===== src/rtl/ifetch_pkg.sv =====
// Shared types and default sizing for the instruction fetch unit.
package ifetch_pkg;

    localparam int unsigned TAM_DEFAULT      = 8;
    localparam int unsigned PROG_LEN_DEFAULT = 6;

    typedef enum logic {
        FETCH = 1'b0,
        DONE  = 1'b1
    } ifetch_state_t;

endpackage


===== src/rtl/instruction_fetch.sv =====
// Front-end fetch: owns the PC, reads the combinational instruction memory and
// presents one instruction per cycle to decode over a valid/ready handshake.
module instruction_fetch
    import ifetch_pkg::*;
#(
    parameter int unsigned tam      = TAM_DEFAULT,
    parameter int unsigned PROG_LEN = PROG_LEN_DEFAULT
) (
    input  logic           clk,
    input  logic           reset,
    output logic [tam-1:0] outAddr,
    input  logic [tam-1:0] inInstr,
    output logic [tam-1:0] outInstr,
    output logic [tam-1:0] outPc,
    output logic           outValid,
    input  logic           inReady,
    input  logic           inBranch,
    input  logic [tam-1:0] inTarget,
    output logic           outDone
);

    ifetch_state_t  state;
    ifetch_state_t  state_next;
    logic [tam-1:0] pc;
    logic [tam-1:0] pc_next;
    logic [tam-1:0] instr_next;
    logic [tam-1:0] opc_next;
    logic           valid_next;
    logic           done_next;
    logic           slot_free;
    logic           pc_in_range;

    assign outAddr = pc;

    // Output register can take a new word when empty or being drained this edge.
    assign slot_free = !outValid || inReady;

    // Widened compare so PROG_LEN == 2^tam stays representable.
    assign pc_in_range = ({1'b0, pc} < (tam + 1)'(PROG_LEN));

    // State register
    always_ff @(posedge clk) begin
        if (reset) begin
            state <= FETCH;
        end else begin
            state <= state_next;
        end
    end

    // Next-state: a redirect always re-enters FETCH; running off the program ends in DONE.
    always_comb begin
        state_next = state;
        if (inBranch) begin
            state_next = FETCH;
        end else if (state == FETCH && !pc_in_range && slot_free) begin
            state_next = DONE;
        end
    end

    // Datapath next values: branch flush, load, or drain of an accepted word.
    always_comb begin
        pc_next    = pc;
        instr_next = outInstr;
        opc_next   = outPc;
        valid_next = outValid;
        if (inBranch) begin
            pc_next    = inTarget;
            valid_next = 1'b0;
        end else if (state == FETCH && pc_in_range && slot_free) begin
            instr_next = inInstr;
            opc_next   = pc;
            valid_next = 1'b1;
            pc_next    = pc + tam'(1);
        end else if (outValid && inReady) begin
            valid_next = 1'b0;
        end
        done_next = (state_next == DONE);
    end

    // PC and IF/ID output register
    always_ff @(posedge clk) begin
        if (reset) begin
            pc       <= '0;
            outInstr <= '0;
            outPc    <= '0;
            outValid <= 1'b0;
            outDone  <= 1'b0;
        end else begin
            pc       <= pc_next;
            outInstr <= instr_next;
            outPc    <= opc_next;
            outValid <= valid_next;
            outDone  <= done_next;
        end
    end

endmodule


===== config.mk =====
export PLATFORM = sky130hd
export DESIGN_NAME = instruction_fetch
export DESIGN_NICKNAME = d
export VERILOG_FILES = /design/src/rtl/ifetch_pkg.sv /design/src/rtl/instruction_fetch.sv
export SDC_FILE = /design/constraint.sdc
export NUM_CORES = 1
export LEC_CHECK = 0
export CAP_MARGIN = 20
export CORE_ASPECT_RATIO = 2
export CORE_MARGIN = 2
export CORE_UTILIZATION = 35
export CTS_CLUSTER_SIZE = 24
export DETAILED_ROUTE_END_ITERATION = 10
export PLACE_DENSITY = 0.77
export SYNTH_ARGS = -nofsm -noshare
export SYNTH_HDL_FRONTEND = slang
export SYNTH_SLANG_ARGS = --single-unit
export TNS_END_PERCENT = 1

===== constraint.sdc =====
create_clock -name clk -period 1.9 [get_ports clk]
set_input_delay 0.19 -clock clk [delete_from_list [all_inputs] [get_ports clk]]
set_output_delay 0.19 -clock clk [all_outputs]
set_load 0.005 [all_outputs]

==> results by stage, run 1 <==
Pwr:
- The largest voltage drop on the vdd net is 0.626 mV.
- The power density over the cells is 760 mW/mm2.
- The post-layout total power is 0.00130 W.
- In this run the static leakage power is 0.638 nW.

Logic synthesis:
- The synthesized design devotes to its leading area cell type 45.6% of total area.
- In this run, synthesis produced a sequential element count of 26.
- The Yosys step of the flow raised 0 warnings.
- Yosys mapped a number of flops with a built-in enable equal to 0.
- The biggest area contributor in the post-synthesis netlist is dfxtp_1.
- The dominant register cell in the synthesized netlist is dfxtp_1.
- The cell area that synthesis handed to floorplanning was 0.00114 mm2.
- The share of the yosys chip area belonging to registers is 45.6%.
- The count of unique library cells instantiated by Yosys is 30.
- The synthesized area per cell is 10.7 um2.
- The gate count of the mapped netlist is 107.
- After synthesis, the share of flip-flops with an asynchronous set or reset is 0%.
- The total nets after synthesis is 128.
- By area the synthesized netlist is led by dfxtp_1, mux2i_1, nand2b_1, or2b_2, nor3b_1.

Drt:
- In the final routed layout, each cell accounts on average for 14.4 um.
- In the routed design, unresolved DRC markers number 0.
- The vias per cell is 5.17.
- The remaining antenna violation count is 0.
- The number of DRC violations after detailed-routing iteration 0 is 7.
- The detailed-routing iteration count for the pre-antenna-repair pass is 4.
- The routed layout has 957 vias.
- Summed over all layers, the routed wires come to 2670 um.

Final layout:
- The area taken by multi-input logic gates is 573 um2.
- The final instance area is 0.00170 mm2.
- The library cell used most frequently in the layout, excluding fill and tap cells, is clkdlybuf4s50_1.
- The sequential cells in the finished layout cover a total of 520 um2.
- The number of nets in the finished design is 176.
- Fill cells in the final layout number 278.
- 0 antenna diodes ended up in the layout.
- The ratio of cells with drive above 1 in the final layout is 12.3%.
- The library cells used most frequently in the layout, excluding fill and tap cells, are clkdlybuf4s50_1, dfxtp_1, mux2i_1, nand2b_1, nor2_1.
- Compared with the post-synthesis result, the final layout area differs by 49.2%.
- The finished layout holds 185 standard cells, fillers aside.

Floorplan:
- The floorplan step set the die width to 44.4 um.
- The area enclosed by the die boundary is 0.00376 mm2.
- The site row count is 29.
- Once the floorplan was initialized, standard cells occupied 36.2% of the core.
- The total area inside the core boundary comes to 0.00316 mm2.
- The die extent in y is 84.8 um.
- The number of ports placed on the die boundary is 46.

Worst setup path:
- Data on the critical path is required at its endpoint by 2090 ps.
- The critical path starts at outAddr[7].
- The number of cells on the worst reg-to-reg path is 3.
- The biggest fanout along the worst timing path is 4.
- The start of the worst register-to-register path is outAddr[7].
- At the worst endpoint, the arrival time is 1940 ps.
- The type of the setup path with the least slack is reg -> reg.
- STA classifies the critical path endpoint as a register.
- The worst setup path is launched from a register.

Timing:
- For the final database, setup skew stands at 2.09 ps.
- The number of endpoints failing setup at the final stage is 0.
- The post-route minimum period is 1740 ps.
- The measured slew at the worst slew-check pin is 630 ps.
- Across all hold checks on the routed design, the worst slack comes to 475 ps.
- The number of hold-slack violations in the final timing report was 0.
- Measured against its own limit, the worst slew margin works out to 57.8%.
- The count of final max-slew check failures is 0.
- Setup repair after global routing left no endpoint under its margin.
- Derived from the worst setup path, the maximum achievable clock frequency is 573 MHz.
- For the final routed database, the setup TNS stands at 0 ps.
- The final period utilization is 91.8%.

GRT:
- The number of global-route vias before repair is 1065.
- Entering global routing, the biggest net connects 38 pins.
- The initial antenna violation count is 0.
- The overall overflow remaining after global route is 0.
- Global routing used 16.0% of the available tracks across all layers.
- The global-route wire length before repair is 4590 um.

Placement:
- The number of placed instances, taps included, is 181.
- The quantity of I/O buffers inserted on ports is 45.
- After detailed placement, the total cell area comes to 0.00163 mm2.
- The placed wire-length estimate is 2010 um.
- The last weighted congestion value of the routability-driven placer is 0.667.

Hold path:
- The number of cells on the worst hold path is 3.
- The startpoint of the worst hold path is inInstr[1].
- The worst hold path belongs to the class in -> reg.

Clocking:
- The clock input transition at the sequential cells of the worst setup and hold paths is 90 ps.
- The hold buffer count at CTS is 0.
- The number of clock buffers inserted by TritonCTS is 3.
- The clock net in this run drives a total of 26 sinks.
- The CTS tree is yes.
- The clock latency on the worst-skew pair is 270 ps.
- The maximum level of the CTS H-tree is 1.
- The post-CTS setup buffer count is 0.
- The maximum root-to-sink buffer count is 2.
- The quantity of gates resized following cts is 0.
- CTS placed an instance of clkbuf_8 at the clock tree root.

Run status:
- The flow ran to the end, and the final reports show no timing, DRC or antenna violations.

Flow run:
- The tool flagged a number of max-cap violations equal to 0.
## critical path: stages (launching register included)
cell and delay [ps]:
dfxtp_1 340, or4_4 580, or4_1 490, a311oi_1 250
## per-stage QoR
step,util [%],setup WS [ps]
finish,54.0,155
global route,54.0,92.2
CTS,54.0,149
detailed placement,51.7,169
global placement,51.7,220
floorplan,-,86.1
## metal layers
layer	track usage, %	wire [um]	vias up
met4	6.61	51	0
met2	28.3	1470	31
met3	4.73	173	5
met1	16.5	968	451
li1	-	-	470
met5	0	0	-
## registers in the layout (all words and copies together), names as in the netlist
signal    flops
outInstr      8
outDone       1
outPc         8
outAddr       8
outValid      1
## worst paths after layout
check / endpoint / slack, ps
worst max-delay path: outAddr[0] / 160
worst min-delay path: outInstr[1] / 470
worst max register to register: outAddr[0] / 160
worst min register to register: outPc[3] / 480
## cells in the mapped netlist (all sizes together) (4+ instances only)
master	number
nor3b	5
dfxtp	26
nand2b	15
or2b	8
buf	4
nor2	8
mux2i	16
## logic make-up after synthesis
group,Yosys count,share of synthesized area [%]
adder cells (fa/ha/maj),1,1.10
multiplexers,16,14.0
flip-flops,26,45.6
AO/OA/AOI/OAI,11,7.78
buffers and inverters,8,4.27
AND/OR/NAND/NOR,45,27.3
## area by class of cell
type                       count  share of cell area (%)
clock buffer                   3                    2.42
clock inverter                 1                    1.76
inverter                       2                   0.441
multi-input combinational     73                    33.6
sequential                    26                    30.5
tap                           31                    2.28
timing repair buffer          49                    28.9
## power breakdown
part / leakage [nW] / internal, W / total (W) / switching [W]
clock: 0.0357 / 0.000282 / 0.000459 / 0.000177
sequential: 0.212 / 0.000573 / 0.000597 / 0.0000244
combinational: 0.390 / 0.000148 / 0.000239 / 0.0000904
total: 0.638 / 0.00100 / 0.00130 / 0.000292
Power figures use the tool's default switching activity.
==> inputs of run 2 (changes only) <==
SLEW_MARGIN = 20   (was default)
==> results of run 2 <==
Final layout, timing and power as in run 1 (identical DEF).
==> inputs of run 3 (changes only) <==
CTS_CLUSTER_SIZE = 40   (was 24)
DONT_BUFFER_PORTS = 1   (was default)
PLACE_DENSITY = 0.58   (was 0.77)
==> run 3 against run 2 <==
Critical path type unchanged. Highest routed layer unchanged. Largest cell class unchanged. Clock power shrank 2%. Sequential share of layout area grew 10 points. Routed wire length is 13% lower. Register-to-register slack improved by 20 ps. Clock skew hardly changed.
==> results by stage, run 3 (synthesis results as in run 1) <==
Timing:
- The number of hold-slack violations in the final timing report is 0.
- The post-route minimum period is 1720 ps.
- The final worst clock skew is 2.29 ps.
- The count of final max-slew check failures is 0.
- Setup violations remaining at the end of the flow were counted as 0.
- The worst path uses 90.6% of the clock period.
- Across all hold checks on the routed design, the worst slack comes to 30.5 ps.
- The relative slew slack is 64.2%.
- The measured slew at the worst slew-check pin is 536 ps.
- Summed over all failing endpoints, the final setup total negative slack is 0 ps.
- Derived from the worst setup path, the maximum achievable clock frequency is 581 MHz.
- Setup repair after global routing left no endpoint under its margin.

Drt:
- The routed design has 2320 um of wire.
- The first detailed-routing pass ran for 4 iterations.
- After detailed routing, the number of vias per cell comes to 5.59.
- The routed length per placed instance is 16.2 um.
- The remaining antenna violation count is 0.
- In the routed design, unresolved DRC markers number 0.
- The overall via count from detail_route is 800.
- For this block, the initial DRC count from the detailed router was 6.

Clocking:
- The clock input transition at the sequential cells of the worst setup and hold paths is 90 ps.
- Buffers inserted to repair hold after CTS numbered 2.
- The clock net in this run drives a total of 26 sinks.
- CTS placed an instance of clkbuf_8 at the clock tree root.
- The post-CTS setup buffer count is 0.
- TritonCTS built the clock tree.
- No sink is reached through more buffers than the 2 on the longest clock path.
- The clock latency on the worst-skew pair is 260 ps.
- The quantity of gates resized following cts is 0.
- The number of clock buffers inserted by TritonCTS is 3.
- In this run the number of H-tree levels came out at 1.

Pwr:
- Across the VDD grid, the largest voltage drop is 0.431 mV.
- For this design the ratio of total power to cell area is 930 mW/mm2.
- The analysis attributes to cell leakage a power of 0.487 nW.
- The design draws 0.00119 W.

Final layout:
- Of the cells placed in the final design, the portion with a size suffix greater than 1 is 17.9%.
- The final design utilization is 40.6%.
- The number of nets in the finished design is 134.
- The most common cell after layout, fill and taps aside is dfxtp_1.
- In the layout the commonest cells are dfxtp_1, mux2i_1, nand2b_1, nor2_1, or2b_2.
- Compared with the post-synthesis result, the final layout area differs by 12.2%.
- 0 antenna diodes ended up in the layout.
- The post-layout instance count excluding filler cells is 143.

Floorplan:
- The core region is 0.00316 mm2.
- For this design the top-level I/O count stands at 46.
- The floorplan step defined a die boundary enclosing 0.00376 mm2.
- The initial cell density of the core is 36.2%.
- The die is 44.4 um wide.
- The site row count is 29.
- The die extent in y is 84.8 um.

GRT:
- The first global-routing pass estimated 3720 um of wire.
- The initial antenna violation count is 0.
- The number of global-route vias before repair was 838.
- Entering global routing, the biggest net connects 24 pins.
- Global routing used 13.2% of the available tracks across all layers.
- Global routing finished with a remaining overflow of 0.

Placement:
- At the end of routability-driven placement, the weighted congestion stood at 0.737.
- The number of placed instances with taps included is 137.
- The quantity of I/O buffers inserted on ports is 0.

Hold path:
- The worst hold path belongs to the class in -> reg.

Run status:
- The run finished with clean final reports.

Worst setup path:
- Along the worst path, the maximum fanout reaches 4.
- The type of destination of the critical path is a register.
- The worst setup path is launched from a register.
- The worst endpoint required time is 2080 ps.
- The type of the setup path with the least slack is reg -> reg.
- STA puts the critical path data arrival time at 1900 ps.

Flow run:
- Max-cap violations in this run came to 0.
## run 3: changes by cell type in the layout (fill, tap and decap cells not counted)
cell	change
buf_4	+1
clkdlybuf4s50_1	-45
dlygate4sd3_1	+2
## run 3: worst paths after layout
check	startpoint	end	slack, ps	cells past startpoint
setup / recovery	outAddr[3]	outAddr[0]	180	3
hold / removal	inBranch	outAddr[1]	30	1
setup reg to reg	outAddr[3]	outAddr[0]	180	3
hold reg to reg	outInstr[3]	outInstr[3]	500	2
## run 3: where the power goes
part | internal, W | leakage (nW) | switching, W
registers | 0.000573 | 0.212 | 0.0000292
logic | 0.0000775 | 0.239 | 0.0000629
clock network | 0.000281 | 0.0357 | 0.000167
total | 0.000932 | 0.487 | 0.000259
## run 3: per-layer routing
| layer | up-vias | share of wire [%] | track usage [%] |
|---|---|---|---|
| met5 | - | 0 | 0 |
| met4 | 0 | 1.0 | 4.96 |
| li1 | 386 | - | - |
| met3 | 2 | 8.2 | 3.66 |
| met1 | 377 | 34 | 13.0 |
| met2 | 35 | 57 | 24.6 |
## run 3: worst max-delay path: stages (launching register included)
cell and delay, ps:
dfxtp_1 360, or4_4 530, or4_1 490, a311oi_1 250
## run 3: cell type report
| class | count | area [um2] |
|---|---|---|
| Clock buffer | 3 | 41.3 |
| Clock inverter | 1 | 30.0 |
| Fill cell | 310 | 1880 |
| Inverter | 2 | 7.51 |
| Multi-Input combinational cell | 73 | 573 |
| Sequential cell | 26 | 520 |
| Tap cell | 31 | 38.8 |
| Timing Repair Buffer | 7 | 70.1 |
## run 3: stage by stage
stage                     cell area (um2)  setup WS, ps
after floorplan                      1140          86.1
after global placement               1190           240
after detailed placement             1190           191
after CTS                            1280           168
after global routing                 1280           103
final                                1280           179
